<file path="config.mk">
export PLATFORM = sky130hd
export DESIGN_NAME = seq_det_param_flat
export DESIGN_NICKNAME = d
export VERILOG_FILES = /design/src/rtl/seq_det_param_pkg.sv /design/src/rtl/seq_det_param_if.sv /design/src/rtl/seq_det_param_satcnt.sv /design/src/rtl/seq_det_param.sv /design/src/flat_wrapper.sv
export SDC_FILE = /design/constraint.sdc
export NUM_CORES = 1
export LEC_CHECK = 0
export CAP_MARGIN = 20
export CORE_MARGIN = 2
export CORE_UTILIZATION = 40
export DETAILED_ROUTE_END_ITERATION = 10
export HOLD_SLACK_MARGIN = 0.06
export PLACE_DENSITY_LB_ADDON = 0.25
export SYNTH_ARGS = -nofsm -noshare
export SYNTH_HDL_FRONTEND = slang
export SYNTH_SLANG_ARGS = --single-unit
</file>
<file path="constraint.sdc">
create_clock -name clk -period 3.2 [get_ports clk]
set_input_delay 0.32 -clock clk [delete_from_list [all_inputs] [get_ports clk]]
set_output_delay 0.32 -clock clk [all_outputs]
set_load 0.005 [all_outputs]
</file>
<file path="src/rtl/seq_det_param_pkg.sv">
// seq_det_pkg: shared constants and helpers for the programmable serial
// pattern detector (seq_det_param) and its sub-blocks.
//   DEF_MAX_LEN     - default maximum pattern length
//   LEN_W           - width of a pattern-length field for DEF_MAX_LEN
//   RST_PATTERN_DEF - pattern active after reset (10110101)
//   len_ok()        - legality check for a requested pattern length
package seq_det_pkg;

    localparam int DEF_MAX_LEN = 8;
    localparam int LEN_W = $clog2(DEF_MAX_LEN + 1);
    localparam logic [7:0] RST_PATTERN_DEF = 8'hB5;

    // A length is usable when at least one bit is compared and the
    // pattern fits in the history register.
    function automatic logic len_ok(input int len, input int max);
        return (len >= 1) && (len <= max);
    endfunction

endpackage

</file>
<file path="src/rtl/seq_det_param_if.sv">
// seq_det_param_if: serial data, configuration and result signals of the
// pattern detector bundled into one interface.
//   master: drives din/din_valid/cfg_*/cnt_clr, observes match/match_cnt/cfg_err
//   slave : the detector side
interface seq_det_param_if #(
    parameter int MAX_LEN = 8,
    parameter int CNT_W   = 16
);
    localparam int LW = $clog2(MAX_LEN + 1);

    logic               din;
    logic               din_valid;
    logic               cfg_load;
    logic [MAX_LEN-1:0] cfg_pattern;
    logic [LW-1:0]      cfg_len;
    logic               cfg_overlap;
    logic               cnt_clr;
    logic               match;
    logic [CNT_W-1:0]   match_cnt;
    logic               cfg_err;

    modport master (
        output din, din_valid, cfg_load, cfg_pattern, cfg_len, cfg_overlap, cnt_clr,
        input  match, match_cnt, cfg_err
    );

    modport slave (
        input  din, din_valid, cfg_load, cfg_pattern, cfg_len, cfg_overlap, cnt_clr,
        output match, match_cnt, cfg_err
    );

endinterface

</file>
<file path="src/rtl/seq_det_param_satcnt.sv">
// seq_det_satcnt: saturating up-counter with synchronous clear.
//   clk - rising-edge clock
//   rst - synchronous active-low reset (count to zero)
//   clr - clear to zero; wins over a simultaneous inc
//   inc - add one unless already all-ones
//   cnt - current count
module seq_det_satcnt #(
    parameter int W = 16
) (
    input  logic         clk,
    input  logic         rst,
    input  logic         clr,
    input  logic         inc,
    output logic [W-1:0] cnt
);

    logic [W-1:0] cnt_q;
    logic [W-1:0] cnt_d;

    always_comb begin
        cnt_d = cnt_q;
        if (clr) begin
            cnt_d = '0;
        end else if (inc && (cnt_q != '1)) begin
            cnt_d = cnt_q + W'(1);
        end
    end

    always_ff @(posedge clk) begin
        if (!rst) begin
            cnt_q <= '0;
        end else begin
            cnt_q <= cnt_d;
        end
    end

    assign cnt = cnt_q;

endmodule

</file>
<file path="src/rtl/seq_det_param.sv">
// seq_det_param: runtime-programmable serial bit-pattern detector.
// Shifts in one bit per din_valid cycle and pulses match when the newest
// len_q bits equal the low len_q bits of the programmed pattern.
//   clk - rising-edge clock
//   rst - synchronous active-low reset
//   bus - seq_det_param_if slave: din/din_valid stream, cfg_load/cfg_pattern/
//         cfg_len/cfg_overlap configuration, cnt_clr, and registered
//         match/match_cnt/cfg_err outputs
module seq_det_param
    import seq_det_pkg::*;
#(
    parameter int               MAX_LEN     = 8,
    parameter int               CNT_W       = 16,
    parameter logic [MAX_LEN-1:0] RST_PATTERN = MAX_LEN'(RST_PATTERN_DEF),
    parameter int               RST_LEN     = 8
) (
    input  logic           clk,
    input  logic           rst,
    seq_det_param_if.slave bus
);

    localparam int LW = $clog2(MAX_LEN + 1);

    logic [MAX_LEN-1:0] hist_q, hist_d, hist_n;
    logic [MAX_LEN-1:0] pat_q, pat_d;
    logic [MAX_LEN-1:0] len_mask;
    logic [LW-1:0]      fill_q, fill_d, fill_n;
    logic [LW-1:0]      len_q, len_d;
    logic               ovl_q, ovl_d;
    logic               match_q, match_d;
    logic               cfg_err_q, cfg_err_d;
    logic               hit;

    // Candidate history after shifting in din, and whether that history
    // would complete the active pattern. fill_n saturates at MAX_LEN so the
    // counter never wraps on long streams.
    always_comb begin
        hist_n   = {hist_q[MAX_LEN-2:0], bus.din};
        fill_n   = (fill_q == LW'(MAX_LEN)) ? fill_q : fill_q + LW'(1);
        len_mask = '0;
        for (int i = 0; i < MAX_LEN; i++) begin
            len_mask[i] = (LW'(i) < len_q);
        end
        hit = (fill_n >= len_q) && (((hist_n ^ pat_q) & len_mask) == '0);
    end

    // A load (accepted or not) swallows any din sample of the same cycle.
    // Non-overlapping mode empties the history on a hit so no bit is reused.
    always_comb begin
        hist_d    = hist_q;
        fill_d    = fill_q;
        pat_d     = pat_q;
        len_d     = len_q;
        ovl_d     = ovl_q;
        match_d   = 1'b0;
        cfg_err_d = 1'b0;
        if (bus.cfg_load) begin
            if (len_ok(int'(bus.cfg_len), MAX_LEN)) begin
                pat_d  = bus.cfg_pattern;
                len_d  = bus.cfg_len;
                ovl_d  = bus.cfg_overlap;
                fill_d = '0;
            end else begin
                cfg_err_d = 1'b1;
            end
        end else if (bus.din_valid) begin
            hist_d = hist_n;
            if (hit) begin
                match_d = 1'b1;
                fill_d  = ovl_q ? fill_n : '0;
            end else begin
                fill_d = fill_n;
            end
        end
    end

    always_ff @(posedge clk) begin
        if (!rst) begin
            hist_q    <= '0;
            fill_q    <= '0;
            pat_q     <= RST_PATTERN;
            len_q     <= LW'(RST_LEN);
            ovl_q     <= 1'b1;
            match_q   <= 1'b0;
            cfg_err_q <= 1'b0;
        end else begin
            hist_q    <= hist_d;
            fill_q    <= fill_d;
            pat_q     <= pat_d;
            len_q     <= len_d;
            ovl_q     <= ovl_d;
            match_q   <= match_d;
            cfg_err_q <= cfg_err_d;
        end
    end

    seq_det_satcnt #(
        .W (CNT_W)
    ) u_cnt (
        .clk (clk),
        .rst (rst),
        .clr (bus.cnt_clr),
        .inc (match_d),
        .cnt (bus.match_cnt)
    );

    assign bus.match   = match_q;
    assign bus.cfg_err = cfg_err_q;

endmodule

</file>
<file path="src/flat_wrapper.sv">
// flat-port wrapper written by rule: the top's interface ports become plain ports
module seq_det_param_flat import seq_det_pkg::*;
#(
    parameter int               MAX_LEN     = 8,
    parameter int               CNT_W       = 16,
    parameter logic [MAX_LEN-1:0] RST_PATTERN = MAX_LEN'(RST_PATTERN_DEF),
    parameter int               RST_LEN     = 8
)
  (clk, rst, bus_din, bus_din_valid, bus_cfg_load, bus_cfg_pattern, bus_cfg_len, bus_cfg_overlap, bus_cnt_clr, bus_match, bus_match_cnt, bus_cfg_err);
  seq_det_param_if #(.MAX_LEN(MAX_LEN), .CNT_W(CNT_W)) bus_i ();
  input  logic clk;
  input  logic rst;
  input wire logic [$bits(bus_i.din)-1:0] bus_din;
  input wire logic [$bits(bus_i.din_valid)-1:0] bus_din_valid;
  input wire logic [$bits(bus_i.cfg_load)-1:0] bus_cfg_load;
  input wire logic [$bits(bus_i.cfg_pattern)-1:0] bus_cfg_pattern;
  input wire logic [$bits(bus_i.cfg_len)-1:0] bus_cfg_len;
  input wire logic [$bits(bus_i.cfg_overlap)-1:0] bus_cfg_overlap;
  input wire logic [$bits(bus_i.cnt_clr)-1:0] bus_cnt_clr;
  output wire logic [$bits(bus_i.match)-1:0] bus_match;
  output wire logic [$bits(bus_i.match_cnt)-1:0] bus_match_cnt;
  output wire logic [$bits(bus_i.cfg_err)-1:0] bus_cfg_err;
  assign bus_i.din = bus_din;
  assign bus_i.din_valid = bus_din_valid;
  assign bus_i.cfg_load = bus_cfg_load;
  assign bus_i.cfg_pattern = bus_cfg_pattern;
  assign bus_i.cfg_len = bus_cfg_len;
  assign bus_i.cfg_overlap = bus_cfg_overlap;
  assign bus_i.cnt_clr = bus_cnt_clr;
  assign bus_match = bus_i.match;
  assign bus_match_cnt = bus_i.match_cnt;
  assign bus_cfg_err = bus_i.cfg_err;
  seq_det_param #(.MAX_LEN(MAX_LEN), .CNT_W(CNT_W), .RST_PATTERN(RST_PATTERN), .RST_LEN(RST_LEN)) u_core (.clk(clk), .rst(rst), .bus(bus_i));
endmodule
</file>
# After elaboration in Yosys (flattened, before gate mapping)
# Cells that the tools add are included.
[classes] addsub=2 order_cmp=11 n_eq_ne=3 muxes=10 bitwise_logic=4 n_reduce_logical=10
[op_table] op="$mux 4" count=6
[op_table] op="$add 16x1->16 const B" count=1
[op_table] op="$lt 3x4->1 const A" count=4
[op_table] op="$ne 16x16->1 const B" count=1
[op_table] op="$and 8x8->8" count=1
[op_table] op="$logic_not 8->1" count=1
[op_table] op="$lt 1x4->1 const A" count=2
[op_table] op="$lt 2x4->1 const A" count=2
[op_table] op="$reduce_and 2->1" count=4
[op_table] op="$xor 8x8->8" count=1
[op_table] op="$add 4x1->4 const B" count=1
[op_table] op="$eq 4x4->1 const B" count=1
[op_table] op="$ge 4x1->1 const B" count=1
[op_table] op="$ge 4x4->1" count=1
[op_table] op="$le 4x4->1 const B" count=1
[op_table] op="$mux 1" count=4
[op_table] op="$logic_and 1x1->1" count=3
[op_table] op="$ne 2x1->1 const B" count=1
[op_table] op="$not 1->1" count=2
[op_table] op="$reduce_bool 2->1" count=1
[op_table] op="$reduce_or 2->1" count=1
[word_totals] regBits=42 elab_cells=48

# Longest topological paths before layout
# Gate-level depths: netlist (run 1).
[logic_depth] word_depth=8 ltp_mapped=13 depth_no_buf=12

# Cells and area by module
# From an unflattened synthesis (run 1), not the netlist that was laid out.
[hier_totals] hier_cells=260 area_unflattened_um2=2233.4
[by_module_without_submodules] module="seq_det_param" n_inst=1 cells_each=169 area_each_um2=1368.8
[by_module_without_submodules] module="seq_det_satcnt" n_inst=1 cells_each=91 area_each_um2=864.6

# Least setup slack after synthesis (run 1)
# OpenSTA, ideal clock, no wires.
[synth_path] kind="register to register" start="register u_core.fill_q[0]" end="register u_core.u_cnt.cnt_q[0], in the netlist u_core.u_cnt.cnt[0]" setup_time_ps=70 t_arrival_ps=2528 required_ps=3130 setup_slack_ps=601 stages_incl_launch_ff=14 n_path_buf=1 period_less_slack_ps=2599 cell_sequence="dfxtp_1 inv_1 ha_1 nand2_1 nor2_1 xnor2_1 ha_1 nand2b_1 a2111oi_2 nor4_4 nand3_4 clkbuf_1 o21ai_0 a21oi_1"
[synth_between] elab_chain_len=8 word_cells_on_any_way=9 classes_between="add/sub (1); order compare (1); eq/ne (1); mux (4); reduce/logical (2)"
[synth_lines] element="start: declaration" line="seq_det_param.sv:27" text="logic [LW-1:0] fill_q, fill_d, fill_n;"
[synth_lines] element="start signal: assignment" line="seq_det_param.sv:88" text="fill_q <= fill_d;"
[synth_lines] element="$add 4x1->4 or $eq 4x4->1 (tied branches)" line="seq_det_param.sv:39" text="fill_n = (fill_q == LW'(MAX_LEN)) ? fill_q : fill_q + LW'(1);"
[synth_lines] element="$mux 4 *" line="seq_det_param.sv:39"
[synth_lines] element="$ge 4x4->1 *" line="seq_det_param.sv:44" text="hit = (fill_n >= len_q) && (((hist_n ^ pat_q) & len_mask) == '0);"
[synth_lines] element="$logic_and 1x1->1 *" line="seq_det_param.sv:44"
[synth_lines] element="$mux 1 *" line="seq_det_param.sv:68" text="if (hit) begin"
[synth_lines] element="$mux 1 *" line="seq_det_param.sv:66" text="end else if (bus.din_valid) begin"
[synth_lines] element="$mux 1 *" line="seq_det_param.sv:57" text="if (bus.cfg_load) begin"
[synth_lines] element="$logic_and 1x1->1 *" line="seq_det_param_satcnt.sv:24" text="end else if (inc && (cnt_q != '1)) begin"
[synth_lines] element="end signal: assignment" line="seq_det_param_satcnt.sv:33" text="cnt_q <= cnt_d;"
[synth_lines] element="end: declaration" line="seq_det_param_satcnt.sv:17" text="logic [W-1:0] cnt_q;"
# Every way passes the cells marked *; elsewhere a longest branch is shown, timed or not.
# A chain may end at the register's enable or synchronous reset.

# Worst setup path in the final report (run 1)
[layout_path] start="register u_core.fill_q[0]" end="register u_core.u_cnt.cnt_q[15], in the netlist u_core.u_cnt.cnt[15]"
# Same word-level chain as after synthesis.

==> flow_metrics.env, run 1 <==
export IMPL_initial_core_util_pct=40.8
export IMPL_syn_to_final_growth_pct=23.4
export IMPL_worst_r2r_setup_slack_ns=0.31
export IMPL_yosysTopAreaCell="dfxtp_1"
export IMPL_drive_above_1_share_pct=7.00
export IMPL_fin_hold_ws_ns=0.477
export IMPL_avgSynthCellArea_um2=8.35
export IMPL_utilization_pct=50.3
export IMPL_slew_viol_final=0
export IMPL_die_x_um=78.2
export IMPL_reg2reg_depth=12
export IMPL_dieArea_um2=6120
export IMPL_rr_endpoint="u_core.u_cnt.cnt[15]"
export IMPL_finalCriticalPeriod_ns=2.89
export IMPL_fin_setup_tns_ns=0
export IMPL_ioPinCount=37
export IMPL_ys_flop_type="dfxtp_1"
export IMPL_dr_pass1_iters=4
export IMPL_min_from="u_core.hist_q[6]"
export IMPL_hold_viol=0
export IMPL_setup_slack_ns=0.307
export IMPL_mostFrequentLayoutCell="nand2_1"
export IMPL_ctsResizeCount=0
export IMPL_slew_limit_headroom_pct=52.3
export IMPL_timing_fmax_mhz=346
export IMPL_root_buffer="clkbuf_8"
export IMPL_required_ns=3.43
export IMPL_vdd_ir_drop_worst_v=0.000235
export IMPL_pre_cts_ws_ns=0.347
export IMPL_power_internal_w=0.000773
export IMPL_power_density_nw_per_um2=383
export IMPL_grt_overflow_total=0
export IMPL_maxCapViolations=0
export IMPL_holdPathEnd="u_core.hist_q[6]"
export IMPL_r2r_start="u_core.fill_q[0]"
export IMPL_die_h_um=78.2
export IMPL_critPathMaxFanout=14
export IMPL_swShare_pct=25.8
export IMPL_gr_usage_all_layers_pct=16.6
export IMPL_syn_nets=290
export IMPL_cp_end_kind="register"
export IMPL_clock_latency_ns=0.30
export IMPL_coreArea_um2=5410
export IMPL_p_leak_nw=0.909
export IMPL_syn_area_um2=2200
export IMPL_cts_tree="yes"
export IMPL_drc=0
export IMPL_clkPwrFrac_pct=35.3
export IMPL_antenna_left=0
export IMPL_grt_pass1_wl_mm=8.06
export IMPL_dpl_hpwl_mm=3.48
export IMPL_run_status="finished, final reports clean"
export IMPL_synth_seq_cells=42
export IMPL_crit_path_start_kind="register"
export IMPL_arrival_ns=3.12
export IMPL_post_route_period_util_pct=90.4
export IMPL_layout_common_cells="nand2_1 (56), dfxtp_1 (42), clkdlybuf4s50_1 (36), a21oi_1 (15)"
export IMPL_yosysUniqueCellTypes=44
export IMPL_hold_buffers=0
export IMPL_seqCellArea_um2=841
export IMPL_hp_class="reg -> reg"
export IMPL_cts_setup_buffers=0
export IMPL_pwr_share_seq_pct=52.7
export IMPL_cts_max_path_buffers=2
export IMPL_cts_sinks=42
export IMPL_synth_edf_count=0
export IMPL_setup_viol=0
export IMPL_worst_pin_slew_ns=0.715
export IMPL_diodes=0
export IMPL_grt_setup_unrepaired="false"
export IMPL_fin_cells=372
export IMPL_cts_buffers_inserted=5
export IMPL_routabilityCongestion=0.840
export IMPL_crit_type="reg -> reg"
export IMPL_viasPerCell=5.33
export IMPL_fillerInstances=536
export IMPL_worstHoldPathCells=2
export IMPL_skew_ns=0.0174
export IMPL_path_clk_slew_ns=0.09
export IMPL_dp_cells=363
export IMPL_comb_power_share_pct=12.0
export IMPL_yosysTopAreaCellShare_pct=38.1
export IMPL_ys_seq_area_share_pct=38.1
export IMPL_via_count=1982
export IMPL_nNetsFinal=325
export IMPL_switchingPower_w=0.000269
export IMPL_num_rows=27
export IMPL_yosys_warnings=0
export IMPL_htreeDepth=2
export IMPL_io_buffers=36
export IMPL_drtIter0Drc=45
export IMPL_wl_per_cell_um=13.2
export IMPL_wirelength_mm=4.90
export IMPL_grt_pass1_vias=1827
export IMPL_grt_max_degree=29
export IMPL_async_flop_share_pct=0
export IMPL_ys_top_cells_by_area="dfxtp_1 (38%), nand2_1 (9.5%), a21boi_0 (4.8%)"
export IMPL_antenna_found_initial=0
export IMPL_netlist_instances=264
export IMPL_multi_input_area_um2=1290
-- how the worst max path moves through the flow --
stage / from / end / slack, ns / cells past startpoint
2_1_floorplan: u_core.fill_q[0] / u_core.u_cnt.cnt[0] / 0.60 / 13
6_report: u_core.fill_q[0] / u_core.u_cnt.cnt[15] / 0.31 / 12
3_5_place_dp: u_core.fill_q[0] / u_core.u_cnt.cnt[13] / 0.35 / 12
4_1_cts: u_core.fill_q[0] / u_core.u_cnt.cnt[15] / 0.33 / 12
3_3_place_gp: u_core.fill_q[0] / u_core.u_cnt.cnt[8] / 0.43 / 12
5_1_grt: u_core.fill_q[0] / u_core.u_cnt.cnt[13] / 0.04 / 11
-- metrics by stage --
| stage | total power (W) | instance area (um^2) |
|---|---|---|
| after global placement | 0.000684 | 2620 |
| final | 0.00104 | 2720 |
| after CTS | 0.00105 | 2710 |
| after detailed placement | 0.000686 | 2620 |
| after global routing | 0.00109 | 2720 |
| after floorplan | 0.000640 | 2200 |
-- logic make-up after synthesis --
family | count (synthesis) | share of synthesized area, %
DFF | 42 | 38.1
xor gates and xnor gates | 11 | 4.37
adders and majority gates | 7 | 3.97
muxes | 2 | 0.908
AOI/OAI and AO/OA | 61 | 19.5
buffers and inverters | 19 | 3.97
and+or+nand+nor | 122 | 29.1
-- cell usage after synthesis, types with 2 or more instances --
| cell | number |
|---|---|
| a21boi_0 | 14 |
| a21oi_1 | 15 |
| a31oi_1 | 2 |
| a32oi_1 | 3 |
| and2_1 | 2 |
| and3_1 | 3 |
| buf_6 | 2 |
| clkbuf_1 | 9 |
| dfxtp_1 | 42 |
| ha_1 | 7 |
| inv_1 | 7 |
| mux2i_1 | 2 |
| nand2_1 | 56 |
| nand2b_1 | 5 |
| nand3_1 | 14 |
| nand4_1 | 3 |
| nor2_1 | 7 |
| nor2b_1 | 5 |
| nor3_1 | 3 |
| nor3_2 | 2 |
| nor4_1 | 2 |
| o211ai_1 | 2 |
| o21ai_0 | 7 |
| o22ai_1 | 2 |
| o31ai_1 | 8 |
| or3_1 | 4 |
| or4_1 | 10 |
| xnor2_1 | 9 |
| xor2_1 | 2 |
-- flip-flops by register name, summed over array words and instances, names as in the netlist --
name / flops
u_core.pat_q: 8
u_core.u_cnt.cnt: 16
u_core.hist_q: 7
u_core.bus.match: 1
u_core.fill_q: 4
u_core.len_q: 4
u_core.ovl_q: 1
u_core.bus.cfg_err: 1
-- critical path: stages (launching register included) --
cell	delay (ns)
dfxtp_1	0.40
inv_1	0.10
ha_1	0.20
nand2_1	0.09
nor2_1	0.07
xnor2_1	0.13
ha_1	0.27
nand2b_1	0.11
a2111oi_2	0.09
nor4_4	0.43
nand3_4	0.21
or4_1	0.55
a21oi_1	0.17
-- power by group through the flow --
stage / Clock [W] / Combinational (W) / Sequential [W]
final: 0.000368 / 0.000125 / 0.000549
after floorplan: 0 / 0.0000816 / 0.000558
after global placement: 0 / 0.000123 / 0.000561
after CTS: 0.000375 / 0.000125 / 0.000549
after global routing: 0.000395 / 0.000139 / 0.000551
after detailed placement: 0 / 0.000124 / 0.000561
-- layer usage --
layer / up-vias / GRT usage [%] / part of all wire, %
met4: 0 / 7.72 / 2.9
met3: 10 / 4.14 / 3.9
li1: 1014 / - / -
met1: 909 / 19.3 / 46
met5: - / 0 / 0
met2: 49 / 28.7 / 48
-- area by class of cell --
| type | count | area share, % |
|---|---|---|
| multi-input cells | 204 | 47.3 |
| flip-flops and latches | 42 | 30.9 |
| repair buffers | 39 | 14.1 |
| well taps | 72 | 3.31 |
| clock buffers | 7 | 3.17 |
| inverters | 7 | 0.966 |
| clock inverters | 1 | 0.322 |
(Power assumes the default switching activity.)
==> run 2: changes to the inputs <==
- HOLD_SLACK_MARGIN: 0.06 -> 0.05
==> results of run 2 <==
No change in the layout: final DEF, timing and power equal those of run 1.
